## config.mk

```make
export PLATFORM = sky130hd
export DESIGN_NAME = i3c_host_master
export DESIGN_NICKNAME = d
export VERILOG_FILES = /design/src/rtl/i3c_host_master.sv
export SDC_FILE = /design/constraint.sdc
export NUM_CORES = 1
export LEC_CHECK = 0
export CAP_MARGIN = 20
export CORE_MARGIN = 3
export CORE_UTILIZATION = 35
export CTS_CLUSTER_SIZE = 10
export DETAILED_ROUTE_END_ITERATION = 8
export SETUP_SLACK_MARGIN = 0.1
export SLEW_MARGIN = 40
export SYNTH_ARGS = -nofsm -noshare
export SYNTH_HDL_FRONTEND = slang
export SYNTH_SLANG_ARGS = --single-unit
export TNS_END_PERCENT = 10
```

## constraint.sdc

```tcl
create_clock -name clk_fast -period 5.9 [get_ports clk_fast]
set_input_delay 0.59 -clock clk_fast [delete_from_list [all_inputs] [get_ports clk_fast]]
set_output_delay 0.59 -clock clk_fast [all_outputs]
set_load 0.02 [all_outputs]
```

## src/rtl/i3c_host_master.sv

```systemverilog
`default_nettype none
// ============================================================================
// i3c_host_master: 3-wire link initiator, 16-bit command out / 16-bit reply in
// Rev 1.0
// ============================================================================
module i3c_host_master #(
    parameter int CLK_DIV    = 8,
    parameter int GAP_CYCLES = 64
) (
    input  logic        clk_fast,
    input  logic        nrst,
    input  logic        cmd_valid,
    output logic        cmd_ready,
    input  logic [15:0] cmd_word,
    output logic        resp_valid,
    output logic [15:0] resp_word,
    output logic        busy,
    output logic        bus_clk,
    output logic        bus_dout,
    input  logic        bus_din,
    output logic [1:0]  dbg_state
);

    localparam logic [7:0]  c_div_last = 8'(CLK_DIV - 1);
    localparam logic [15:0] c_gap_last = 16'(GAP_CYCLES - 1);

    typedef enum logic [1:0] {
        IDLE    = 2'd0,
        SHIFT   = 2'd1,
        GAP     = 2'd2,
        ILLEGAL = 2'd3
    } state_t;

    state_t      state_q, state_d;
    logic [7:0]  div_q, div_d;
    logic [3:0]  bit_q, bit_d;
    logic [15:0] gap_q, gap_d;
    logic [14:0] tx_q, tx_d;
    logic [15:0] rx_q, rx_d;
    logic        clk_q, clk_d;
    logic        dout_q, dout_d;
    logic [15:0] resp_word_q, resp_word_d;
    logic        resp_valid_q, resp_valid_d;
    logic        ready_q, ready_d;
    logic        busy_q, busy_d;

    always_ff @(posedge clk_fast) begin
        if (!nrst) begin
            state_q      <= IDLE;
            div_q        <= '0;
            bit_q        <= '0;
            gap_q        <= '0;
            tx_q         <= '0;
            rx_q         <= '0;
            clk_q        <= 1'b0;
            dout_q       <= 1'b0;
            resp_word_q  <= '0;
            resp_valid_q <= 1'b0;
            ready_q      <= 1'b0;
            busy_q       <= 1'b0;
        end else begin
            state_q      <= state_d;
            div_q        <= div_d;
            bit_q        <= bit_d;
            gap_q        <= gap_d;
            tx_q         <= tx_d;
            rx_q         <= rx_d;
            clk_q        <= clk_d;
            dout_q       <= dout_d;
            resp_word_q  <= resp_word_d;
            resp_valid_q <= resp_valid_d;
            ready_q      <= ready_d;
            busy_q       <= busy_d;
        end
    end

    always_comb begin
        state_d      = state_q;
        div_d        = div_q;
        bit_d        = bit_q;
        gap_d        = gap_q;
        tx_d         = tx_q;
        rx_d         = rx_q;
        clk_d        = clk_q;
        dout_d       = dout_q;
        resp_word_d  = resp_word_q;
        resp_valid_d = 1'b0;

        case (state_q)
            IDLE: begin
                if (cmd_valid && ready_q) begin
                    state_d = SHIFT;
                    tx_d    = cmd_word[14:0];
                    dout_d  = cmd_word[15];
                    div_d   = '0;
                    bit_d   = '0;
                    clk_d   = 1'b0;
                end
            end
            SHIFT: begin
                if (div_q == c_div_last) begin
                    div_d = '0;
                    if (!clk_q) begin
                        // Rising edge: the reply bit is captured on the same edge bus_clk goes high
                        clk_d = 1'b1;
                        rx_d  = {rx_q[14:0], bus_din};
                    end else begin
                        clk_d = 1'b0;
                        if (bit_q == 4'd15) begin
                            dout_d       = 1'b0;
                            resp_word_d  = rx_q;
                            resp_valid_d = 1'b1;
                            gap_d        = '0;
                            state_d      = GAP;
                        end else begin
                            bit_d  = bit_q + 4'd1;
                            dout_d = tx_q[14];
                            tx_d   = {tx_q[13:0], 1'b0};
                        end
                    end
                end else begin
                    div_d = div_q + 8'd1;
                end
            end
            GAP: begin
                if (gap_q == c_gap_last) begin
                    state_d = IDLE;
                end else begin
                    gap_d = gap_q + 16'd1;
                end
            end
            default: begin
                state_d = IDLE;
                clk_d   = 1'b0;
                dout_d  = 1'b0;
            end
        endcase

        // Handshake flags are registered from the next state so ready and busy flip together
        ready_d = (state_d == IDLE);
        busy_d  = (state_d != IDLE);
    end

    assign cmd_ready  = ready_q;
    assign busy       = busy_q;
    assign bus_clk    = clk_q;
    assign bus_dout   = dout_q;
    assign resp_valid = resp_valid_q;
    assign resp_word  = resp_word_q;
    assign dbg_state  = state_q;

endmodule
`default_nettype wire

```

==> flow_results.org <==
** Logic synthesis
- The synthesized netlist devotes 18.2% of its cell area to compound gates.
- Dominant cell type by area after synthesis :: dfxtp_1
- Proportion of synthesized area in mux cells :: 5.02%
- Simple-gate area share of the yosys netlist :: 25.7%
- Net Count, Synth :: 442
- Number of distinct library cell variants in the gate-level netlist after synthesis :: 53
- Ranked by total cell area, the synthesized netlist is headed by dfxtp_1 (46%), nand2_1 (8.2%), nor2_1 (5.7%).
- In this run the mean area of a mapped cell was about 8.6 um2.
- Main combinational cell family by area after synthesis :: simple AND/OR/NAND/NOR gates
- Synthesis-stage register bit count :: 82
- Top flip-flop cell by instance count after synthesis :: dfxtp_1
- The synthesized netlist devotes 1.22% of its cell area to XOR and XNOR gates.
- Most numerous cell in the Yosys netlist :: dfxtp_1
- Sorting the synthesized cells by how often they occur yields dfxtp_1 (82), nand2_1 (78), nor2_1 (55).
- Yosys warnings :: 0
- After synthesis, flip-flops and latches occupy 45.7% of the total area.
- Number of flops mapped to enable cells by yosys :: 0
- After synthesis, the share of flip-flops with an asynchronous set or reset is 0%.
- Of the total synthesized cell area, the portion taken by full adders, half adders and majority gates is 1.05%.
- Post-Synthesis Cell Area :: ~3600 um2
- Post-synthesis cell count :: 419
- The share of synthesized area in the top cell type comes to 45.7%.

** STA
- Slew @ Worst Pin :: 0.816 ns
- Between clock sinks in the finished design, the worst skew comes to 0.0103 ns.
- Setup violations remaining at the end of the flow were counted as 0.
- Final critical-path required period :: 2.28 ns
- Final total negative setup slack :: 0 ns
- Final Hold Vio Count :: 0
- Setup repair after global routing left no endpoint under its margin.
- Number of slew-limit violations in the final report :: 0
- For this run, the top clock speed supported by timing is 438 MHz.
- Worst max-slew margin expressed relative to the limit :: 45.5%
- Final worst-path cycle share :: 38.7%

** Cells and area
- Share of final-layout standard cells stronger than drive strength 1 :: 8.06%
- Layout filler cell count :: between 900 and 1k
- The finished layout holds 592 standard cells, fillers aside.
- Cells fill between 40% and 50% of the core in the end.
- In the final design database the tool counted 477 nets.
- Signed area change from the synthesized netlist to the final layout :: 20.2%
- Number of antenna diodes :: 0

** Outcome
- The run finished with clean final reports.

** Floorplanning
- For this configuration, the core starts out at a cell density of 36.4%.
- The initialized floorplan defines 36 standard-cell rows.
- 43 I/O pins were placed.
- Vertical die dimension :: 107 um
- Width of the chip :: 107 um
- Placeable core area :: 9860 um2
- The die covers 11500 um2.

** Worst setup path
- Arrival time at the worst endpoint :: 2.51 ns
- Critical Path Sink Type :: flip-flop
- At the worst endpoint, the required time is ~6.1 ns.
- The critical path is of the flip-flop to flip-flop type.
- Of all nets on the critical path, the largest fanout is 16.
- Type of origin of the critical path :: flip-flop

** Route
- Pre-Repair DR Iteration Count :: 4
- The first routing iteration left 147 violations.
- Mean routed wirelength per cell :: 13.7 um
- Once detail routing completed, the nets flagged for antenna violations numbered 0.
- Dividing the detail-routed via count by the number of cells gives 5.16.
- Total number of vias :: just over 3k
- DRC Markers :: 0
- For this block, the routed nets add up to 8110 um of wire.

** Pwr
- Across the VDD grid, the largest voltage drop is 0.0975 mV.
- Power spread over the standard cell area amounts to 248 nW/um2.
- The analysis attributes to cell leakage a power of 1.61 nW.

** Global routing
- The number of global-route vias before repair came to 2916.
- Global routing consumed, over all layers together, 15.1% of the routing resources.
- Entering global routing, the biggest net connects 46 pins.
- Sum of overflow across all layers after global routing :: 0
- The number of antenna violations at the first check in global routing came to 0.
- First-pass GRT wire length :: 14000 um

** Clocking
- TritonCTS Buffers :: 9
- CTS built an H-tree with a depth of 3.
- Maximum number of buffers from clock root to sink :: 2
- CTS-repair resized insts :: 0
- The clock drives 82 sinks.
- Worst-skew pair later-pin latency :: 0.37 ns
- Clk pin slew, worst setup/hold paths :: approximately 0.1 ns
- TritonCTS clock tree :: built
- The cell sitting at the root of the clock tree is a clkbuf_8.
- After clock tree synthesis, the flow added hold-fix buffers numbering 0.
- Post-CTS Setup Bufs :: 0

** Hold path
- The tightest min-delay check is of the flip-flop to flip-flop type.

** Run
- Maxcap violations :: 0

** Place
- Number of buffer cells added on primary ports :: 42
- Once placement completed, the tool counted placed cells totaling 576.
- At the end of routability-driven placement, the weighted congestion stood at ~0.80.
- Detailed placement HPWL :: 5390 um
-- cell type report --
type | count | area, um2 | share of cell area (%)
Multi-Input combinational cell | 312 | 1840 | 42.7
Sequential cell | 82 | 1640 | 38.0
Timing Repair Buffer | 46 | 450 | 10.4
Tap cell | 133 | 166 | 3.85
Clock buffer | 9 | 124 | 2.87
Clock inverter | 7 | 81.3 | 1.88
Inverter | 3 | 11.3 | 0.261
-- report_power, final --
group | internal, mW | switching [mW]
clock | 0.169 | 0.243
combinational | 0.0367 | 0.0478
sequential | 0.565 | 0.00827
total | 0.771 | 0.299
-- placed cells by master (no fill, tap or decap), drive strengths merged, types with 3 or more instances in the layout --
cell and count:
nor3 6, nand3 15, clkinv 3, a311oi 17
inv 7, clkdlybuf4s50 42, clkbuf 9, a21oi 21
nor2 56, o41ai 4, dfxtp 82, ha 3
mux2i 18, a31oi 3, o31ai 6, nand4 4
and3 8, nor2b 4, a21boi 12, nand2b 3
nor4 4, xor2 4, buf 4, nand2 79
o21ai 19
-- logic make-up after synthesis --
group / Yosys count
AOI/OAI and AO/OA: 93
xor gates and xnor gates: 5
adders and majority gates: 3
buffers and inverters: 25
DFF: 82
muxes: 18
and+or+nand+nor: 193
-- worst paths after layout --
path | start | end | slack (ns) | cells after the start
setup / recovery | div_q[0]$_SDFFE_PN0P_ | rx_q[14]$_SDFFE_PN0P_ | 3.62 | 6
hold / removal | resp_word[12]$_SDFFE_PN0P_ | resp_word[12]$_SDFFE_PN0P_ | 0.47 | 2
setup reg to reg | div_q[0]$_SDFFE_PN0P_ | rx_q[14]$_SDFFE_PN0P_ | 3.62 | 6
hold reg to reg | resp_word[12]$_SDFFE_PN0P_ | resp_word[12]$_SDFFE_PN0P_ | 0.47 | 2
-- through the flow --
step / hold WS [ns] / power (mW) / setup WS [ns] / cell area [um2]
2_1_floorplan: 0.441 / 0.638 / 3.89 / 3590
3_3_place_gp: 0.449 / 0.670 / 3.31 / 4100
3_5_place_dp: 0.450 / 0.671 / 3.25 / 4110
4_1_cts: 0.466 / 1.09 / 3.37 / 4320
5_1_grt: 0.494 / 1.12 / 3.32 / 4320
6_report: 0.469 / 1.07 / 3.62 / 4320
-- worst max-delay path, stage by stage (launching register included) --
cell       delay, ns
dfxtp_1         0.38
ha_1            0.28
nand4bb_4       0.22
nor4_1          0.49
nand2_2         0.45
mux2i_1         0.27
nor2_1          0.06
-- layer usage --
metal | up-vias | track usage [%] | wire [um]
met2 | 66 | 23.1 | 3620
met3 | 12 | 2.64 | 319
met5 | - | 0 | 0
met4 | 0 | 6.76 | 152
li1 | 1556 | - | -
met1 | 1421 | 20.7 | 4020
-- state kept, by name, indices dropped and copies added (netlist names) --
signal      cells
div_q           8
resp_valid      1
dbg_state       2
busy            1
bus_dout        1
bit_q           4
bus_clk         1
gap_q          16
tx_q           15
cmd_ready       1
resp_word      16
rx_q           16
No activity file was read; power rests on OpenSTA's default activity.
